$ cat config.mk
export PLATFORM = sky130hd
export DESIGN_NAME = next_pc_unit
export DESIGN_NICKNAME = d
export VERILOG_FILES = /design/src/rtl/next_pc_unit.sv
export SDC_FILE = /design/constraint.sdc
export NUM_CORES = 1
export LEC_CHECK = 0
export ABC_AREA = 1
export CAP_MARGIN = 20
export CORE_MARGIN = 2
export CORE_UTILIZATION = 41
export DETAILED_ROUTE_END_ITERATION = 7
export DONT_BUFFER_PORTS = 1
export SLEW_MARGIN = 5
export SYNTH_ARGS = -nofsm -noshare
export SYNTH_HDL_FRONTEND = slang
export SYNTH_SLANG_ARGS = --single-unit
$ cat constraint.sdc
create_clock -name clk -period 4.3 [get_ports clk]
set_clock_uncertainty 0.2 [all_clocks]
set_input_delay 0.86 -clock clk [delete_from_list [all_inputs] [get_ports clk]]
set_output_delay 0.86 -clock clk [all_outputs]
set_load 0.01 [all_outputs]
$ cat src/rtl/next_pc_unit.sv
// next_pc_unit: fetch-stage next-PC prediction (J/JAL target, else PC+4, branches predicted
// not-taken) with opcode decode flags and a registered copy of the predicted PC.
module next_pc_unit (
    input  logic        clk,
    input  logic        reset,
    input  logic [31:0] F_valP,
    input  logic [5:0]  f_op,
    input  logic [31:0] f_valC,
    output logic [31:0] f_valP,
    output logic        f_jump,
    output logic        f_bad_op,
    output logic [31:0] f_valP_q
);
    localparam logic [5:0] IROP  = 6'b000000;
    localparam logic [5:0] IJ    = 6'b000010;
    localparam logic [5:0] IJAL  = 6'b000011;
    localparam logic [5:0] IBEQ  = 6'b000100;
    localparam logic [5:0] IBNE  = 6'b000101;
    localparam logic [5:0] IADDI = 6'b001000;
    localparam logic [5:0] ISLTI = 6'b001010;
    localparam logic [5:0] IANDI = 6'b001100;
    localparam logic [5:0] IORI  = 6'b001101;
    localparam logic [5:0] ILW   = 6'b100011;
    localparam logic [5:0] ISW   = 6'b101011;

    logic [31:0] f_valP_d;

    // f_bad_op is informational only; unknown opcodes still fall through to PC+4
    always_comb begin
        f_jump   = (f_op == IJ) || (f_op == IJAL);
        f_bad_op = !((f_op == IROP)  || (f_op == IJ)    || (f_op == IJAL)  || (f_op == IBEQ) ||
                     (f_op == IBNE)  || (f_op == IADDI) || (f_op == ISLTI) || (f_op == IANDI) ||
                     (f_op == IORI)  || (f_op == ILW)   || (f_op == ISW));
        f_valP   = f_jump ? f_valC : F_valP + 32'd4;
        f_valP_d = f_valP;
    end

    always_ff @(posedge clk) begin
        f_valP_q <= reset ? 32'd0 : f_valP_d;
    end
endmodule

==> results.sh <==
export IMPL_grt_max_degree=33
export IMPL_cts_sinks=32
export IMPL_synth_avg_cell_area_um2=5.79
export IMPL_slowest_stage="inv_1"
export IMPL_synth_fp_nets=472
export IMPL_min_to="f_valP_q[12]"
export IMPL_crit_required_ps=3240
export IMPL_ant_nets=0
export IMPL_grt_overflow_total=0
export IMPL_root_buffer="clkbuf_8"
export IMPL_grt_pass1_vias=2208
export IMPL_antenna_found_initial=0
export IMPL_path_class="in2out"
export IMPL_drv_slew=0
export IMPL_netlist_area_mm2=0.00231
export IMPL_hold_class="in2reg"
export IMPL_layout_commonest_cell="nand2_1"
export IMPL_worst_slew_pin_slew_ps=500
export IMPL_fp_dieW_um=79.1
export IMPL_multi_input_area_mm2=0.00135
export IMPL_die_area_mm2=0.00625
export IMPL_postCtsHoldBufs=0
export IMPL_arrival_ps=2300
export IMPL_dr_pass1_iters=4
export IMPL_rows=27
export IMPL_regMostFlops="f_valP_q"
export IMPL_drv_cap=0
export IMPL_yosysSeqAreaShare_pct=27.7
export IMPL_area_growth_syn_to_layout_pct=5.52
export IMPL_drt_iter0_markers=99
export IMPL_max_slew_margin_rel_pct=66.6
export IMPL_fillers=638
export IMPL_regArea_um2=641
export IMPL_postCtsSetupRepairBufs=0
export IMPL_vias_per_cell=4.96
export IMPL_synth_top_cell_by_area="dfxtp_1"
export IMPL_hpwl_um=5150
export IMPL_gp_congestion=0.861
export IMPL_ys_top_cells_by_area="dfxtp_1 28%, nand2_1 19%, nor2_1 11%"
export IMPL_route_detailed_drc=0
export IMPL_fin_crit_sh_pct=78.0
export IMPL_setup_viol=0
export IMPL_crit_chain="or2_1, nor2_1, nand2_2, buf_4, inv_1, nand2_1, nand2_1"
export IMPL_cts_tree="built"
export IMPL_wl_um=6360
export IMPL_clock_path_buffers=2
export IMPL_period_minus_slack_ps=3360
export IMPL_synth_top_area_share_pct=27.7
export IMPL_cts_resized_gates=0
export IMPL_final_core_util_pct=44.6
export IMPL_drive_gt1_share_pct=9.77
export IMPL_clk_pin_slew_worst_paths_ps=70
export IMPL_hold_start="reset"
export IMPL_largest_reg_flops=32
export IMPL_critPathCaptureType="output port"
export IMPL_holdPathStages=1
export IMPL_start_util_pct=42.2
export IMPL_cts_htree_levels=2
export IMPL_hold_viol=0
export IMPL_dp_cells=463
export IMPL_setup_tns_ps=0
export IMPL_layout_common_cells="115 x nand2_1, 68 x nor2_1, 65 x inv_1, 37 x nand3_1, 32 x dfxtp_1"
export IMPL_setup_worst_path_start_class="primary input"
export IMPL_core_area_mm2=0.00547
export IMPL_netlist_cell_type_count=29
export IMPL_fmax_mhz=298
export IMPL_cts_buffers=5
export IMPL_ir_worst_vdd_uv=105
export IMPL_yosysWarnings=0
export IMPL_final_cells=471
export IMPL_path_max_fanout=15
export IMPL_vias=2336
export IMPL_chipHeight_um=79.1
export IMPL_crit_path_max_incr_delay_ps=380
export IMPL_path_common_cell="nand2_1"
export IMPL_power_leakage_nw=1.23
export IMPL_fin_nets=471
export IMPL_postSynthRegisterBits=32
export IMPL_syn_inst=399
export IMPL_antennaDiodeCount=0
export IMPL_io_buffers=0
export IMPL_rsz0062_at_grt="no"
export IMPL_wl_per_cell_um=13.5
export IMPL_reg_largest_list="f_valP_q (32)"
export IMPL_status="finished, final reports clean"
export IMPL_grt_total_usage_pct=21.0
export IMPL_ios=138
export IMPL_grt_pass1_wl_um=10300
export IMPL_cellPowerDensity_mw_per_mm2=277
==> metal layers <==
metal / up-vias / GRT usage [%] / wire (um)
met5: - / 0 / 0
met4: 0 / 7.59 / 101
met3: 8 / 6.82 / 507
met2: 89 / 35.9 / 3070
met1: 1022 / 24.5 / 2680
li1: 1217 / - / -
==> cells in the mapped netlist (all sizes together) <==
cell / n
nand2: 120
nor2: 73
inv: 66
nand3: 37
dfxtp: 32
or2: 19
o21ai: 12
a21oi: 9
a211oi: 6
buf: 6
clkbuf: 4
nand4: 4
xor2: 4
o21bai: 2
xnor2: 2
ha: 1
nor3b: 1
o21a: 1
==> through the flow <==
step	hold slack, ps	area [um2]	total power, mW	worst slack, ps
floorplan	738	2310	0.425	1390
global placement	732	2350	0.435	979
detailed placement	736	2350	0.437	932
CTS	424	2440	0.688	935
global route	412	2440	0.722	749
finish	433	2440	0.675	944
==> worst max-delay path, delay by kind of cell <==
family	cells	cell delay [ps]
buffers and inverters	2	620
AND/OR/NAND/NOR	5	810
==> where the power goes <==
part / switching, mW / leakage, nW / internal [mW]
clock: 0.119 / 0.0510 / 0.128
combinational: 0.0653 / 0.911 / 0.0326
sequential: 0.0160 / 0.267 / 0.315
total: 0.200 / 1.23 / 0.476
==> cells by family after synthesis <==
kind of cell,share of synthesized area (%)
flip-flops,27.7
buffers and inverters,13.9
XOR/XNOR,2.27
adder cells (fa/ha/maj),0.541
AND/OR/NAND/NOR,47.8
AO/OA/AOI/OAI,7.85
==> worst max path at each step <==
stage	startpoint	endpoint	slack [ps]	cells after the start
floorplan	F_valP[2]	f_valP[14]	1390	11
global placement	f_op[5]	f_valP[5]	980	7
detailed placement	f_op[5]	f_valP[11]	930	7
CTS	f_op[5]	f_valP[12]	930	7
global route	f_op[5]	f_valP[12]	750	7
finish	f_op[5]	f_valP[12]	940	7
==> cell type report <==
cell class	instances	area share [%]
inverters	66	10.2
clock buffers	6	3.39
repair buffers	2	0.616
flip-flops and latches	32	26.3
multi-input cells	291	55.5
well taps	72	3.69
clock inverters	2	0.410
(Power assumes the default switching activity.)
==> edit, RTL diff (config.mk and constraints unchanged) <==
Register the output `f_valP`, without a reset; this adds one clock of latency there. The other outputs are not delayed to match.
--- a/src/rtl/next_pc_unit.sv
+++ b/src/rtl/next_pc_unit.sv
@@ -25,2 +25,4 @@
 
+    logic [31:0] f_valP_c;
+
     logic [31:0] f_valP_d;
@@ -33,4 +35,4 @@
                      (f_op == IORI)  || (f_op == ILW)   || (f_op == ISW));
-        f_valP   = f_jump ? f_valC : F_valP + 32'd4;
-        f_valP_d = f_valP;
+        f_valP_c = f_jump ? f_valC : F_valP + 32'd4;
+        f_valP_d = f_valP_c;
     end
@@ -40,2 +42,6 @@
     end
+    always_ff @(posedge clk) begin
+        f_valP <= f_valP_c;
+    end
+
 endmodule
Formal check against the unedited RTL: not equivalent (Yosys sat finds a counterexample within 4 cycles, from zero or initial values and one cycle with reset high).
==> edit against the unedited design <==
Clock power increased by 93%. Worst setup slack improved by 0.59 ns. Sequential cell count rose by 32. Largest cell class unchanged. Synthesized area rose by 28%. Via count is 7.5% higher. Wire length is 16% higher. Critical path depth shrank 3. Design area up 31%. Power is 82% higher. Synthesized cell count is 8.0% higher.
==> edit: results (changes against the unedited design) <==
| Metric | Value |
|---|---|
| Global-route wire length before repair | `11.40 mm (was 10.29 mm)` |
| Sw power | `0.3048 mW (was 0.1998 mW)` |
| DP Worst Slack | `1.520 ns (was 0.9323 ns)` |
| Crit path largest cell delay | `0.43 ns (was 0.38 ns)` |
| Relative slew slack | `61.12% (was 66.62%)` |
| WP data arrival | `1.70 ns (was 2.30 ns)` |
| Total GRT Usage | `19.46% (was 21.02%)` |
| Vias/cell | `4.704 (was 4.960)` |
| Post-CTS Setup Bufs | `0 (unchanged)` |
| Number of iterations in the first detailed-routing pass | `4 (unchanged)` |
| Initial antenna violation count | `0 (unchanged)` |
| CTS Buf Count | `9 (was 5)` |
| Final WL | `7.403 mm (was 6.359 mm)` |
| Largest net degree at the start of global routing | `56 (was 33)` |
| Initial DRC count | `81 (was 99)` |
| Number of global-route vias before repair | `2373 (was 2208)` |
| Synth top cells by count | `nand2_1 (116), nor2_1 (68), inv_1 (65), dfxtp_1 (64), nand3_1 (37) (was nand2_1 (116), nor2_1 (68), inv_1 (65), nand3_1 (37), dfxtp_1 (32))` |
| Syn nets | `504 (was 472)` |
| Sequential cell area fraction in the yosys report | `43.41% (was 27.72%)` |
| Largest registers | `f_valP: 32 flops, f_valP_q: 32 flops (was f_valP_q: 32 flops)` |
| NumNets Final | `506 (was 471)` |
| CP max FO | `15 (unchanged)` |
| Top Family by Delay on Critical Path | `buffers and inverters (was simple AND/OR/NAND/NOR gates)` |
| H-tree levels | `3 (was 2)` |
| Final HPWL DP | `5.754 mm (was 5.155 mm)` |
| Placed instance area | `0.003009 mm² (was 0.002346 mm²)` |
| Met1 Wirelength | `3.054 mm (was 2.677 mm)` |
| Synthesized area per cell | `6.848 µm² (was 5.792 µm²)` |
| Outcome | `completed (unchanged)` |
| FILL cells | `733 (was 638)` |
| Gpl congestion | `0.8522 (was 0.8614)` |
| Placed cell count | `518 (was 463)` |
| Ranking of synthesized cells by area | `dfxtp_1 (43%), nand2_1 (15%), nor2_1 (8.6%) (was dfxtp_1 (28%), nand2_1 (19%), nor2_1 (11%))` |
| Leak pwr | `1.537 nW (was 1.229 nW)` |
| Max rail drop VDD | `0.1497 mV (was 0.1052 mV)` |
| Worst Hold End | `f_valP_q[18]$_SDFF_PP0_ (was f_valP_q[12]$_SDFF_PP0_)` |
| Top cell type's share of synthesized area | `43.41% (was 27.72%)` |
| Met2 WL post-DR | `3.691 mm (was 3.073 mm)` |
| Routed wire length on met3 | `518 µm (was 507 µm)` |
| Share of cells above drive strength 1 | `10.05% (was 9.774%)` |
| Vias | `2512 (was 2336)` |
==> edit: changes by cell type after synthesis, sizes merged <==
| cell | before | now |
|---|---|---|
| dfxtp | 32 | 64 |
==> edit: through the flow <==
step	hold slack, ns	power [mW]	util (%)
floorplan	0.7384	0.7518	-
global placement	0.7354	0.7642	43.81
detailed placement	0.7372	0.7668	43.81
CTS	0.3752	1.240	46.50
global route	0.3695	1.282	46.50
finish	0.3886	1.227	46.50
==> edit: routing by layer <==
| metal | up-vias | GRT usage (%) |
|---|---|---|
| li1 | 1311 | - |
| met1 | 1106 | 22.15 |
| met2 | 85 | 32.90 |
| met3 | 10 | 6.623 |
| met4 | 0 | 8.678 |
| met5 | - | 0 |
==> edit: worst max path at each step <==
| stage | from | endpoint | slack (ns) | cells past startpoint |
|---|---|---|---|---|
| 3_5_place_dp | f_op[5] | f_jump | 1.52 | 4 |
| 3_3_place_gp | f_op[5] | f_jump | 1.54 | 4 |
| 5_1_grt | f_op[5] | f_jump | 1.43 | 4 |
| 4_1_cts | f_op[5] | f_jump | 1.52 | 4 |
| 2_1_floorplan | f_op[5] | f_jump | 1.56 | 6 |
| 6_report | f_op[5] | f_jump | 1.54 | 4 |
==> edit: cell type report <==
| cell class | instances | area [µm²] | area share [%] |
|---|---|---|---|
| multi-input cells | 291 | 1353 | 42.34 |
| flip-flops and latches | 64 | 1281 | 40.11 |
| inverters | 66 | 247.7 | 7.756 |
| clock buffers | 14 | 172.7 | 5.405 |
| well taps | 96 | 120.1 | 3.760 |
| clock inverters | 2 | 12.51 | 0.3917 |
| repair buffers | 1 | 7.507 | 0.2350 |
==> edit: power groups by stage <==
stage | combinational (mW) | clock [mW] | sequential [mW]
final | 0.0844 | 0.474 | 0.668
after global routing | 0.0993 | 0.511 | 0.671
after CTS | 0.0854 | 0.486 | 0.669
after detailed placement | 0.0851 | 0 | 0.682
after global placement | 0.0827 | 0 | 0.682
after floorplan | 0.0750 | 0 | 0.677
==> edit: logic make-up (layout without fill, tap and decap cells) <==
| family | count (synthesis) | after routing | share of synthesized area (%) |
|---|---|---|---|
| buf+inv | 76 | 83 | 10.85 |
| fa+ha+maj | 1 | 1 | 0.4238 |
| flops | 64 | 64 | 43.41 |
| xor+xnor | 6 | 6 | 1.780 |
| compound gates | 30 | 30 | 6.147 |
| simple gates | 254 | 254 | 37.39 |
